[src/rtl/lane_packer_if.sv]
// Stream bundle for lane_packer: sample input stream plus packed-frame output stream.
// A transfer occurs on any rising edge where valid and ready are both high.
// valid never depends on ready, and payload is held stable while valid is high and ready is low.
interface lane_packer_if #(
    parameter int DATAWIDTH = 8,
    parameter int LANES     = 16,
    parameter int SUMWIDTH  = 32
);
    localparam int CW = $clog2(LANES + 1);

    logic [DATAWIDTH-1:0]       in_data;
    logic                       in_valid;
    logic                       in_ready;
    logic                       flush;
    logic [LANES*DATAWIDTH-1:0] out_lanes;
    logic [SUMWIDTH-1:0]        out_sum;
    logic [CW-1:0]              out_count;
    logic                       out_valid;
    logic                       out_ready;

    modport slave (
        input  in_data, in_valid, flush, out_ready,
        output in_ready, out_lanes, out_sum, out_count, out_valid
    );

    modport master (
        output in_data, in_valid, flush, out_ready,
        input  in_ready, out_lanes, out_sum, out_count, out_valid
    );
endinterface

[src/rtl/lane_packer.sv]
// Packs signed serial samples into a LANES-wide frame with a running signed sum,
// then holds the frame until downstream takes it; flush closes a partial frame early.
module lane_packer #(
    parameter int DATAWIDTH = 8,
    parameter int LANES     = 16,
    parameter int SUMWIDTH  = 32
) (
    input  logic           clk,
    input  logic           rst,
    lane_packer_if.slave   bus,
    output logic           o_dbg_state
);
    localparam int IDXW = (LANES > 1) ? $clog2(LANES) : 1;
    localparam int CW   = $clog2(LANES + 1);

    typedef enum logic {
        S_FILL = 1'b0,
        S_HOLD = 1'b1
    } state_t;

    state_t                             r_state;
    state_t                             w_next_state;
    logic [IDXW-1:0]                    r_idx;
    logic [LANES-1:0][DATAWIDTH-1:0]    r_lanes;
    logic [SUMWIDTH-1:0]                r_sum;
    logic [CW-1:0]                      r_count;

    logic                               w_fill;
    logic                               w_accept;
    logic                               w_last;
    logic                               w_close;
    logic                               w_release;
    logic [SUMWIDTH-1:0]                w_sample_ext;

    assign w_fill       = (r_state == S_FILL);
    assign w_accept     = bus.in_valid & w_fill;
    assign w_last       = w_accept && (r_idx == IDXW'(LANES - 1));
    // A flush only closes the frame if it would contain at least one sample.
    assign w_close      = w_fill && (w_last || (bus.flush && ((r_idx != '0) || w_accept)));
    assign w_release    = (r_state == S_HOLD) && bus.out_ready;
    assign w_sample_ext = {{(SUMWIDTH-DATAWIDTH){bus.in_data[DATAWIDTH-1]}}, bus.in_data};

    always_ff @(posedge clk or negedge rst) begin
        if (!rst) begin
            r_state <= S_FILL;
        end else begin
            r_state <= w_next_state;
        end
    end

    always_comb begin
        w_next_state = r_state;
        case (r_state)
            S_FILL:  if (w_close) w_next_state = S_HOLD;
            S_HOLD:  if (bus.out_ready) w_next_state = S_FILL;
            default: w_next_state = S_FILL;
        endcase
    end

    always_comb begin
        bus.in_ready  = 1'b0;
        bus.out_valid = 1'b0;
        case (r_state)
            S_FILL:  bus.in_ready  = 1'b1;
            S_HOLD:  bus.out_valid = 1'b1;
            default: ;
        endcase
    end

    always_ff @(posedge clk or negedge rst) begin
        if (!rst) begin
            r_idx   <= '0;
            r_lanes <= '0;
            r_sum   <= '0;
            r_count <= '0;
        end else if (w_release) begin
            r_idx   <= '0;
            r_lanes <= '0;
            r_sum   <= '0;
            r_count <= '0;
        end else if (w_fill) begin
            if (w_accept) begin
                r_lanes[r_idx] <= bus.in_data;
                r_sum          <= r_sum + w_sample_ext;
                r_idx          <= r_idx + IDXW'(1);
            end
            // Count includes a sample accepted in the closing cycle.
            if (w_close) begin
                r_idx   <= '0;
                r_count <= CW'(r_idx) + CW'(w_accept);
            end
        end
    end

    assign bus.out_lanes = r_lanes;
    assign bus.out_sum   = r_sum;
    assign bus.out_count = r_count;
    assign o_dbg_state   = r_state;
endmodule

[src/flat_wrapper.sv]
// flat-port wrapper written by rule: the top's interface ports become plain ports
module lane_packer_flat 
#(
    parameter int DATAWIDTH = 8,
    parameter int LANES     = 16,
    parameter int SUMWIDTH  = 32
)
  (clk, rst, o_dbg_state, bus_in_data, bus_in_valid, bus_flush, bus_out_ready, bus_in_ready, bus_out_lanes, bus_out_sum, bus_out_count, bus_out_valid);
  lane_packer_if #(.DATAWIDTH(DATAWIDTH), .LANES(LANES), .SUMWIDTH(SUMWIDTH)) bus_i ();
  input  logic clk;
  input  logic rst;
  output logic o_dbg_state;
  input wire logic [$bits(bus_i.in_data)-1:0] bus_in_data;
  input wire logic [$bits(bus_i.in_valid)-1:0] bus_in_valid;
  input wire logic [$bits(bus_i.flush)-1:0] bus_flush;
  input wire logic [$bits(bus_i.out_ready)-1:0] bus_out_ready;
  output wire logic [$bits(bus_i.in_ready)-1:0] bus_in_ready;
  output wire logic [$bits(bus_i.out_lanes)-1:0] bus_out_lanes;
  output wire logic [$bits(bus_i.out_sum)-1:0] bus_out_sum;
  output wire logic [$bits(bus_i.out_count)-1:0] bus_out_count;
  output wire logic [$bits(bus_i.out_valid)-1:0] bus_out_valid;
  assign bus_i.in_data = bus_in_data;
  assign bus_i.in_valid = bus_in_valid;
  assign bus_i.flush = bus_flush;
  assign bus_i.out_ready = bus_out_ready;
  assign bus_in_ready = bus_i.in_ready;
  assign bus_out_lanes = bus_i.out_lanes;
  assign bus_out_sum = bus_i.out_sum;
  assign bus_out_count = bus_i.out_count;
  assign bus_out_valid = bus_i.out_valid;
  lane_packer #(.DATAWIDTH(DATAWIDTH), .LANES(LANES), .SUMWIDTH(SUMWIDTH)) u_core (.clk(clk), .rst(rst), .bus(bus_i), .o_dbg_state(o_dbg_state));
endmodule
[config.mk]
export PLATFORM = sky130hd
export DESIGN_NAME = lane_packer_flat
export DESIGN_NICKNAME = d
export VERILOG_FILES = /design/src/rtl/lane_packer_if.sv /design/src/rtl/lane_packer.sv /design/src/flat_wrapper.sv
export SDC_FILE = /design/constraint.sdc
export NUM_CORES = 1
export LEC_CHECK = 0
export ABC_AREA = 0
export BUFFER_PORTS_ARGS = -buffer_cell sky130_fd_sc_hd__buf_2
export CAP_MARGIN = 20
export CORE_ASPECT_RATIO = 1.75
export CORE_MARGIN = 1
export CORE_UTILIZATION = 35
export CTS_BUF_LIST = sky130_fd_sc_hd__clkbuf_2
export DETAILED_ROUTE_END_ITERATION = 10
export PLACE_DENSITY = 0.6
export SLEW_MARGIN = 20
export SYNTH_ARGS = -nofsm -noshare
export SYNTH_HDL_FRONTEND = slang
export SYNTH_SLANG_ARGS = --single-unit
[constraint.sdc]
create_clock -name clk -period 6.7 [get_ports clk]
set_input_delay 0.335 -clock clk [delete_from_list [all_inputs] [get_ports clk]]
set_output_delay 0.335 -clock clk [all_outputs]
set_load 0.1 [all_outputs]
**After elaboration in Yosys (flattened, before gate mapping)**

Index checks and enable logic that the tools add are counted.

- Magnitude comparators: 2
- Shift-type cells: 0
- Bitwise operators: 2
- Mux-type cells: 21
- Equality and inequality tests: 2
- Div/mod/pow operators: 0
- Multiply operators: 0
- Add/sub/neg operators: 3
- Reductions and logical operators: 14

Operator list:

| kind | count |
|---|---|
| $mux W128 | 3 |
| $bwmux W128 | 1 |
| $mux W32 | 3 |
| $add A32 B32 Y32 | 1 |
| $demux W8 S4 | 1 |
| $mux W4 | 4 |
| $mux W5 | 3 |
| $mux W8 | 1 |
| $reduce_and A2 Y1 | 3 |
| $add A4 B1 Y5 | 1 |
| $logic_and A1 B1 Y1 | 5 |
| $lt A4 B5 Y1 const B | 1 |
| $add A4 B1 Y4 const B | 1 |
| $eq A4 B4 Y1 const B | 1 |
| $ge A4 B1 Y1 const B | 1 |
| $mux W1 | 4 |
| $reduce_bool A2 Y1 | 2 |
| $reduce_bool A4 Y1 | 1 |
| $reduce_bool A3 Y1 | 1 |
| $logic_or A1 B1 Y1 | 2 |
| $ne A2 B2 Y1 const B | 1 |
| $pmux W1 S2 | 1 |
| $and A1 B1 Y1 | 1 |
| $not A1 Y1 | 1 |

- Input bits: 13
- ROM bits: 0
- Word-level logic and storage cells: 64
- Memories: 0
- Register bits after elaboration: 170
- Memory bits (writable): 0
- Bits in latches: 0
- Output and inout bits: 168

**Logic depth before layout (Yosys ltp)**

Gate-level depths: netlist (run 1).

- Depth after elaboration: 9
- Mapped depth: 11
- Mapped depth without buffers: 11

**Least setup slack after synthesis (run 1)**

OpenSTA, ideal clock, no wires.

- Kind: flip-flop to flip-flop
- Start: register u_core.r_state, in the netlist u_core.o_dbg_state
- End: register u_core.r_idx[1]
- Setup slack: 3.575 ns
- Data required time: 6.622 ns
- Setup time: 0.078 ns
- Buffers on the path: 1
- Arrival time: 3.048 ns
- Period minus slack after synthesis: 3.125 ns
- Cell stages (with the launch flop): 10
- Path through: dfrtp_1 inv_1 nand2_1 inv_2 nand2_1 nor2_2 o21ai_0 clkbuf_1 nand2_1 a21oi_1

- Cells in the longest elaborated chain, start to end: 9
- Elaborated cells on any way between the ends: 14
- Classes of those cells: eq/ne (1); mux (3); bitwise (2); reduce/logical (8)

Ends and longest elaborated chain:

| item | line | RTL |
|---|---|---|
| start: declaration | lane_packer.sv:21 | `state_t r_state;` |
| start signal: assignment | lane_packer.sv:47 | `r_state <= w_next_state;` |
| $not A1 Y1 | -- |  |
| $and A1 B1 Y1 | lane_packer.sv:36 | `assign w_accept = bus.in_valid & w_fill;` |
| $logic_or A1 B1 Y1 | lane_packer.sv:39 | `assign w_close = w_fill && (w_last \|\| (bus.flush && ((r_idx != '0) \|\| w_accept)));` |
| $logic_and A1 B1 Y1 | lane_packer.sv:39 |  |
| $logic_or A1 B1 Y1 | lane_packer.sv:39 |  |
| $logic_and A1 B1 Y1 | lane_packer.sv:39 |  |
| $mux W4 | lane_packer.sv:88 | `if (w_close) begin` |
| $mux W4 | lane_packer.sv:81 | `end else if (w_fill) begin` |
| $mux W4 | lane_packer.sv:76 | `end else if (w_release) begin` |
| end signal: assignment | lane_packer.sv:85 | `r_idx <= r_idx + IDXW'(1);` |
| end: declaration | lane_packer.sv:23 | `logic [IDXW-1:0] r_idx;` |

Several ways; a longest one is shown, not always the timed one. The select of a mux whose other input is x is not followed.
A chain may end at the register's enable or synchronous reset.

**Final worst setup path (run 1)**

- Start: register u_core.r_state, in the netlist u_core.o_dbg_state
- End: register u_core.r_lanes (netlist bit u_core.bus.out_lanes[91])

- Cells in the longest elaborated chain, start to end: 4
- Elaborated cells on any way between the ends: 7
- Classes of those cells: eq/ne (1); mux (1); bitwise (2); reduce/logical (3)

Ends and longest elaborated chain:

| item | line | RTL |
|---|---|---|
| $not A1 Y1 | -- |  |
| $and A1 B1 Y1 | lane_packer.sv:36 |  |
| $reduce_bool A2 Y1 (no source line) | -- |  |
| $reduce_and A2 Y1 (no source line) | -- |  |
| end signal: indexed assignment | lane_packer.sv:83 | `r_lanes[r_idx] <= bus.in_data;` |
| end: declaration | lane_packer.sv:24 | `logic [LANES-1:0][DATAWIDTH-1:0] r_lanes;` |

Several ways; a longest one is shown, not always the timed one.

==> flow_metrics.tcl, run 1 <==
set metrics [dict create \
    outcome "complete, no violations" \
    clock_latency_ps 810 \
    cts_made_buffers 17 \
    regArea_um2 4254 \
    worst_r2r_endpoint "u_core.bus.out_lanes[91]" \
    arrival_ps 3580 \
    initial_utilization_pct 35.72 \
    drt_iter0_drc 346 \
    grt_pass1_vias 6807 \
    io_buffer_count 180 \
    firstDrtPassIters 6 \
    num_io_pins 181 \
    worstReg2RegStart "u_core.o_dbg_state" \
    fin_tns_setup_ps 0 \
    rsz0062_at_grt "false" \
    area_growth_pct 16.37 \
    period_needed_ps 2909 \
    yosysWarnings 0 \
    fin_ws_ps 3791 \
    worst_pin_slew_ps 1059 \
    holdWs_ps 49.00 \
    crit_path_start "u_core.o_dbg_state" \
    cts_sinks 170 \
    grt_pass1_wl_um 38150 \
    core_um2 24020 \
    ir_worst_vdd_uv 265.2 \
    endpoint_kind "register" \
    maxCapViolCount 0 \
    synth_nets 894 \
    finalNetCount 1061 \
    hold_violations 0 \
    drt_wl_total_um 24590 \
    fp.dieH_um 209.1 \
    synthAdderAreaFrac_pct 5.628 \
    crit_path_start_kind "register" \
    wl_per_cell_um 18.48 \
    synth.most_common_cell "dfrtp_1" \
    ys_seq_area_share_pct 49.57 \
    via_per_inst 5.095 \
    drive_gt1_share_pct 22.60 \
    htree_levels 4 \
    worst_ep_required_time_ps 7370 \
    dp.cells 1290 \
    synth_ff_type "dfrtp_1" \
    multiInputGateArea_um2 4060 \
    die_x_um 120.4 \
    cellLeakagePower_nw 5.198 \
    gp_congestion 0.8487 \
    slew_violations 0 \
    synth_area_um2 8582 \
    root_buffer "clkbuf_2" \
    dieArea_um2 25170 \
    track_usage_pct 20.04 \
    fmax_ghz 0.3437 \
    hp-class "input port to register" \
    grt_max_degree 98 \
    path_class "register to register" \
    max_slew_margin_pct 29.15 \
    synth_compound_area_share_pct 10.03 \
    vias 6781 \
    power_density_nw_per_um2 457.6 \
    cp_max_fo 29 \
    dp_hpwl_um 17240 \
    drtAntennaViolNets 0 \
    synth_common_cells "170 x dfrtp_1, 168 x nor2_1, 125 x mux2i_1, 61 x nand2_1, 39 x o21ai_0" \
    reg2reg_depth 7 \
    ys_ff_latch 170 \
    pre_cts_ws_ps 2988 \
    hold_buffers 9 \
    setup_viol 0 \
    muxShareOfSynthArea_pct 14.58 \
    avgSynthCellArea_um2 10.18 \
    post-cts-setup-buffer-count 0 \
    synth_top_area_share_pct 49.57 \
    drc_errors 0 \
    fillers 2467 \
    synth-xor-area-share_pct 3.164 \
    antenna_found_initial 1 \
    yosys.area_share.simple_pct 13.82 \
    reg2reg_slack_ps 3790 \
    clk_pin_slew_ps 240 \
    cts_buffer_depth 2 \
    synthArstFlopShare_pct 100.0 \
    ctsResizeCount 0 \
    placementRows 75 \
    synth_top_family_by_area "multiplexers" \
    critPathCapture "u_core.bus.out_lanes[91]" \
    synth-edff-count 0 \
    finClkSkew_ps 42.28 \
    synth_area_leader_cell "dfrtp_1" \
    gr-total-overflow 0 \
    fin_cells 1331 \
    period_share_pct 43.42 \
    cts_tree "done" \
    ys_types 60 \
    synthTopCellsByArea "dfrtp_1 50%, mux2i_1 15%, nor2_1 7.3%, ha_1 5.4%, nand2_1 2.7%" \
    syn-instance-count 843 \
]
==> registers in the layout, summed over array words and instances (netlist names) <==
name / flops
u_core.bus.out_lanes: 128
u_core.bus.out_sum: 32
u_core.bus.out_count: 5
u_core.r_idx: 4
u_core.o_dbg_state: 1
==> placed cells by master, fill, tap and decap left out, types with 3 or more instances in the layout <==
master / n
xnor2_1: 15
o21bai_1: 4
clkinv_2: 3
xor2_1: 16
nor2b_1: 3
nand4_1: 10
o21ai_0: 38
o31ai_1: 5
a211oi_1: 4
inv_1: 17
o21ai_1: 11
nor2_1: 167
a21oi_1: 35
dfrtp_1: 170
o21a_1: 3
buf_4: 3
dlygate4sd3_1: 9
buf_2: 179
a21o_1: 7
mux2i_1: 125
nor3_1: 7
nand3_1: 15
clkinvlp_4: 3
ha_1: 37
clkbuf_2: 20
nand2_1: 60
nand2b_1: 6
==> report_power, final <==
part | switching, mW | internal, mW | total, mW
combinational | 2.14 | 0.583 | 2.72
sequential | 0.135 | 1.20 | 1.34
clock | 0.374 | 0.136 | 0.510
==> area by class of cell <==
| type | instances | area share, % |
|---|---|---|
| diodes | 1 | 0.02506 |
| well taps | 308 | 3.859 |
| flip-flops and latches | 170 | 42.60 |
| multi-input cells | 611 | 40.65 |
| clock buffers | 20 | 1.002 |
| inverters | 18 | 0.6765 |
| clock inverters | 11 | 0.9772 |
| repair buffers | 192 | 10.21 |
==> cell families (layout without fill, tap and decap cells) <==
family,Yosys count,count (layout)
xor+xnor,31,31
other cells,0,1
fa+ha+maj,38,38
compound gates,133,133
buf+inv,62,241
simple gates,284,284
flops,170,170
mux,125,125
==> routing by layer <==
| metal | global-route usage, % | routed length (um) |
|---|---|---|
| met5 | 0 | 0 |
| met4 | 8.472 | 757 |
| met3 | 5.377 | 1185 |
| met2 | 36.58 | 13230 |
| met1 | 21.34 | 9423 |
==> worst min path at each step <==
stage	from	end	slack, ps	depth (start not counted)
global route	bus_flush	u_core.o_dbg_state	30	3
global placement	u_core.bus.out_count[1]	u_core.bus.out_count[1]	480	2
detailed placement	u_core.bus.out_count[4]	u_core.bus.out_count[4]	490	2
floorplan	rst	u_core.bus.out_count[0]	40	0
finish	bus_flush	u_core.o_dbg_state	50	3
CTS	rst	u_core.bus.out_sum[24]	140	2
==> stage by stage <==
stage               total power, mW  area [um2]  util [%]
floorplan                     3.577        8582         -
global placement              4.070        9694     40.35
detailed placement            4.092        9694     40.35
CTS                           4.616        9982     41.55
global route                  4.832        9987     41.57
finish                        4.570        9987     41.57
==> critical path, stage by stage, from the launching register on <==
cell and delay (ps):
dfrtp_1 490, inv_1 130, nand2_2 340, inv_2 430
nand2_1 200, nor2_1 850, mux2i_1 270, nor2_1 50
(Power assumes the default switching activity.)
==> run 2, diff against run 1 <==
- PLACE_DENSITY: 0.6 -> 0.62
- clock period: 6.7 -> 2.5 ns (I/O delays scaled with it)
==> flow_metrics.tcl, run 2 (same netlist as run 1, synthesis figures left out) <==
set metrics [dict create \
    outcome "complete, no violations" \
    fin_tns_setup_ps 0 \
    worst_r2r_endpoint "u_core.bus.out_sum[29]" \
    hold_violations 0 \
    final_area_um2 11470 \
    largest_reg_flops 128 \
    num_io_pins 181 \
    sw_frac_of_total_pct 54.52 \
    vias 7150 \
    intPower_mw 6.319 \
    ir_worst_vdd_uv 742.0 \
    hold_path_end "u_core.bus.out_sum[31]" \
    cp_max_fo 3 \
    worst_pin_slew_ps 715.6 \
    via_per_inst 4.983 \
    clock_power_share_pct 10.2 \
    slew_violations 0 \
    path_class "register to register" \
    htree_levels 4 \
    initial_utilization_pct 35.72 \
    power_density_nw_per_um2 1212 \
    fp.dieH_um 209.1 \
    fin_ws_ps 10.75 \
    grt_max_degree 131 \
    placementRows 75 \
    die_x_um 120.4 \
    dieArea_um2 25170 \
    arrival_ps 3180 \
    root_buffer "clkbuf_2" \
    pre_cts_ws_ps -51.35 \
    drive_gt1_share_pct 36.89 \
    grt_pass1_vias 7304 \
    layout_commonest_cell "buf_2" \
    min-delay-start "bus_out_ready" \
    period_share_pct 99.57 \
    drt_wl_total_um 25970 \
    endpoint_kind "register" \
    setup_viol 0 \
    track_usage_pct 21.18 \
    gr-total-overflow 0 \
    seq_power_share_pct 27.4 \
    area_growth_pct 33.61 \
    gp_congestion 0.8727 \
    finalNetCount 1163 \
    cellLeakagePower_nw 5.711 \
    max_slew_margin_pct 52.24 \
    core_um2 24020 \
    placed_area_um2 10760 \
    reg2reg_slack_ps 10 \
    clk_pin_slew_ps 270 \
    crit_path_start_kind "register" \
    cts_sinks 170 \
    worstReg2RegStart "u_core.bus.out_sum[5]" \
    fmax_ghz 0.4017 \
    firstDrtPassIters 6 \
    min_path_cells 5 \
    cts_buffer_depth 2 \
    drt_iter0_drc 431 \
    maxCapViolCount 0 \
    period_needed_ps 2489 \
    wl_per_cell_um 18.10 \
    holdWs_ps 364.6 \
    rsz0062_at_grt "true" \
    hp-class "input port to register" \
    finClkSkew_ps 31.54 \
    clock_latency_ps 760 \
    pwr-share-comb_pct 62.5 \
    drtAntennaViolNets 0 \
    final_cell_mix "179 x buf_2, 165 x nor2_1, 139 x dfrtp_1, 125 x mux2i_1, 92 x buf_4" \
    fin_cells 1435 \
    cts_made_buffers 17 \
    cts_tree "done" \
    antenna_found_initial 1 \
    power.switching_mw 7.575 \
    reg2reg_depth 9 \
    worst_ep_required_time_ps 3190 \
    io_buffer_count 180 \
    dp.cells 1377 \
    drc_errors 0 \
    grt_pass1_wl_um 40440 \
    dp_hpwl_um 18880 \
]
## run 2: changes by cell type in the layout (fill, tap and decap cells not counted), sizes merged
cell / before / now
clkinvlp: 3 / 6
inv: 20 / 21
buf: 183 / 278
dlygate4sd3: 9 / 16
diode: 1 / 2
clkinv: 5 / 2
## run 2: cell type report
class / instances / area (um2)
fill: 2350 / 12560
tap: 308 / 385.4
inverter: 18 / 73.82
antenna: 2 / 5.005
multi-input combinational: 611 / 4548
sequential: 170 / 4353
timing repair buffer: 294 / 1886
clock inverter: 12 / 115.1
clock buffer: 20 / 100.1
## run 2: worst max-delay path, cell delays in order (launching register included)
cell and delay [ps]:
dfrtp_4 560, ha_4 260, o21a_1 260, nor2_4 150
a21oi_4 60, a2111oi_4 440, o31ai_2 120, a221oi_2 310
xor2_1 170, o21ai_1 70
## run 2: metal layers
layer  wire length [um]  share of wire, %  GRT usage, %
met1               9713                37         22.38
met3                910               3.5         3.821
met4                822               3.2         9.110
met2              14530                56         40.13
met5                  0                 0             0
## run 2: what timing repair did
item,in CTS,in global routing
pin swaps,0,21
buffers inserted,2,5
hold endpoints to repair,330,0
setup endpoints to repair,3,19
resized for setup,6,43
hold buffers,17,0
## run 2: worst max path at each step
stage                      startpoint  slack [ps]  depth (start not counted)                     end
2_1_floorplan  u_core.bus.out_sum[28]         -20                          8  u_core.bus.out_sum[31]
3_3_place_gp   u_core.bus.out_sum[15]          -1                          9  u_core.bus.out_sum[29]
3_5_place_dp   u_core.bus.out_sum[15]         -50                          9  u_core.bus.out_sum[29]
4_1_cts         u_core.bus.out_sum[1]         -30                          9  u_core.bus.out_sum[29]
5_1_grt        u_core.bus.out_sum[16]         -80                          9  u_core.bus.out_sum[29]
6_report        u_core.bus.out_sum[5]          10                          9  u_core.bus.out_sum[29]
## run 2: metrics by stage
stage / utilization [%] / total power [mW]
4_1_cts: 46.64 / 13.62
6_report: 47.73 / 13.89
3_5_place_dp: 44.78 / 12.05
5_1_grt: 47.73 / 14.66
3_3_place_gp: 44.78 / 11.98
2_1_floorplan: - / 9.973
## run 2: power by group through the flow
stage                     combinational [mW]  sequential [mW]  clock, mW
final                                   8.68             3.80       1.41
after global placement                  8.14             3.84          0
after floorplan                         2.93             7.05          0
after detailed placement                8.19             3.86          0
after CTS                               8.34             3.81       1.47
after global routing                    9.22             3.88       1.56
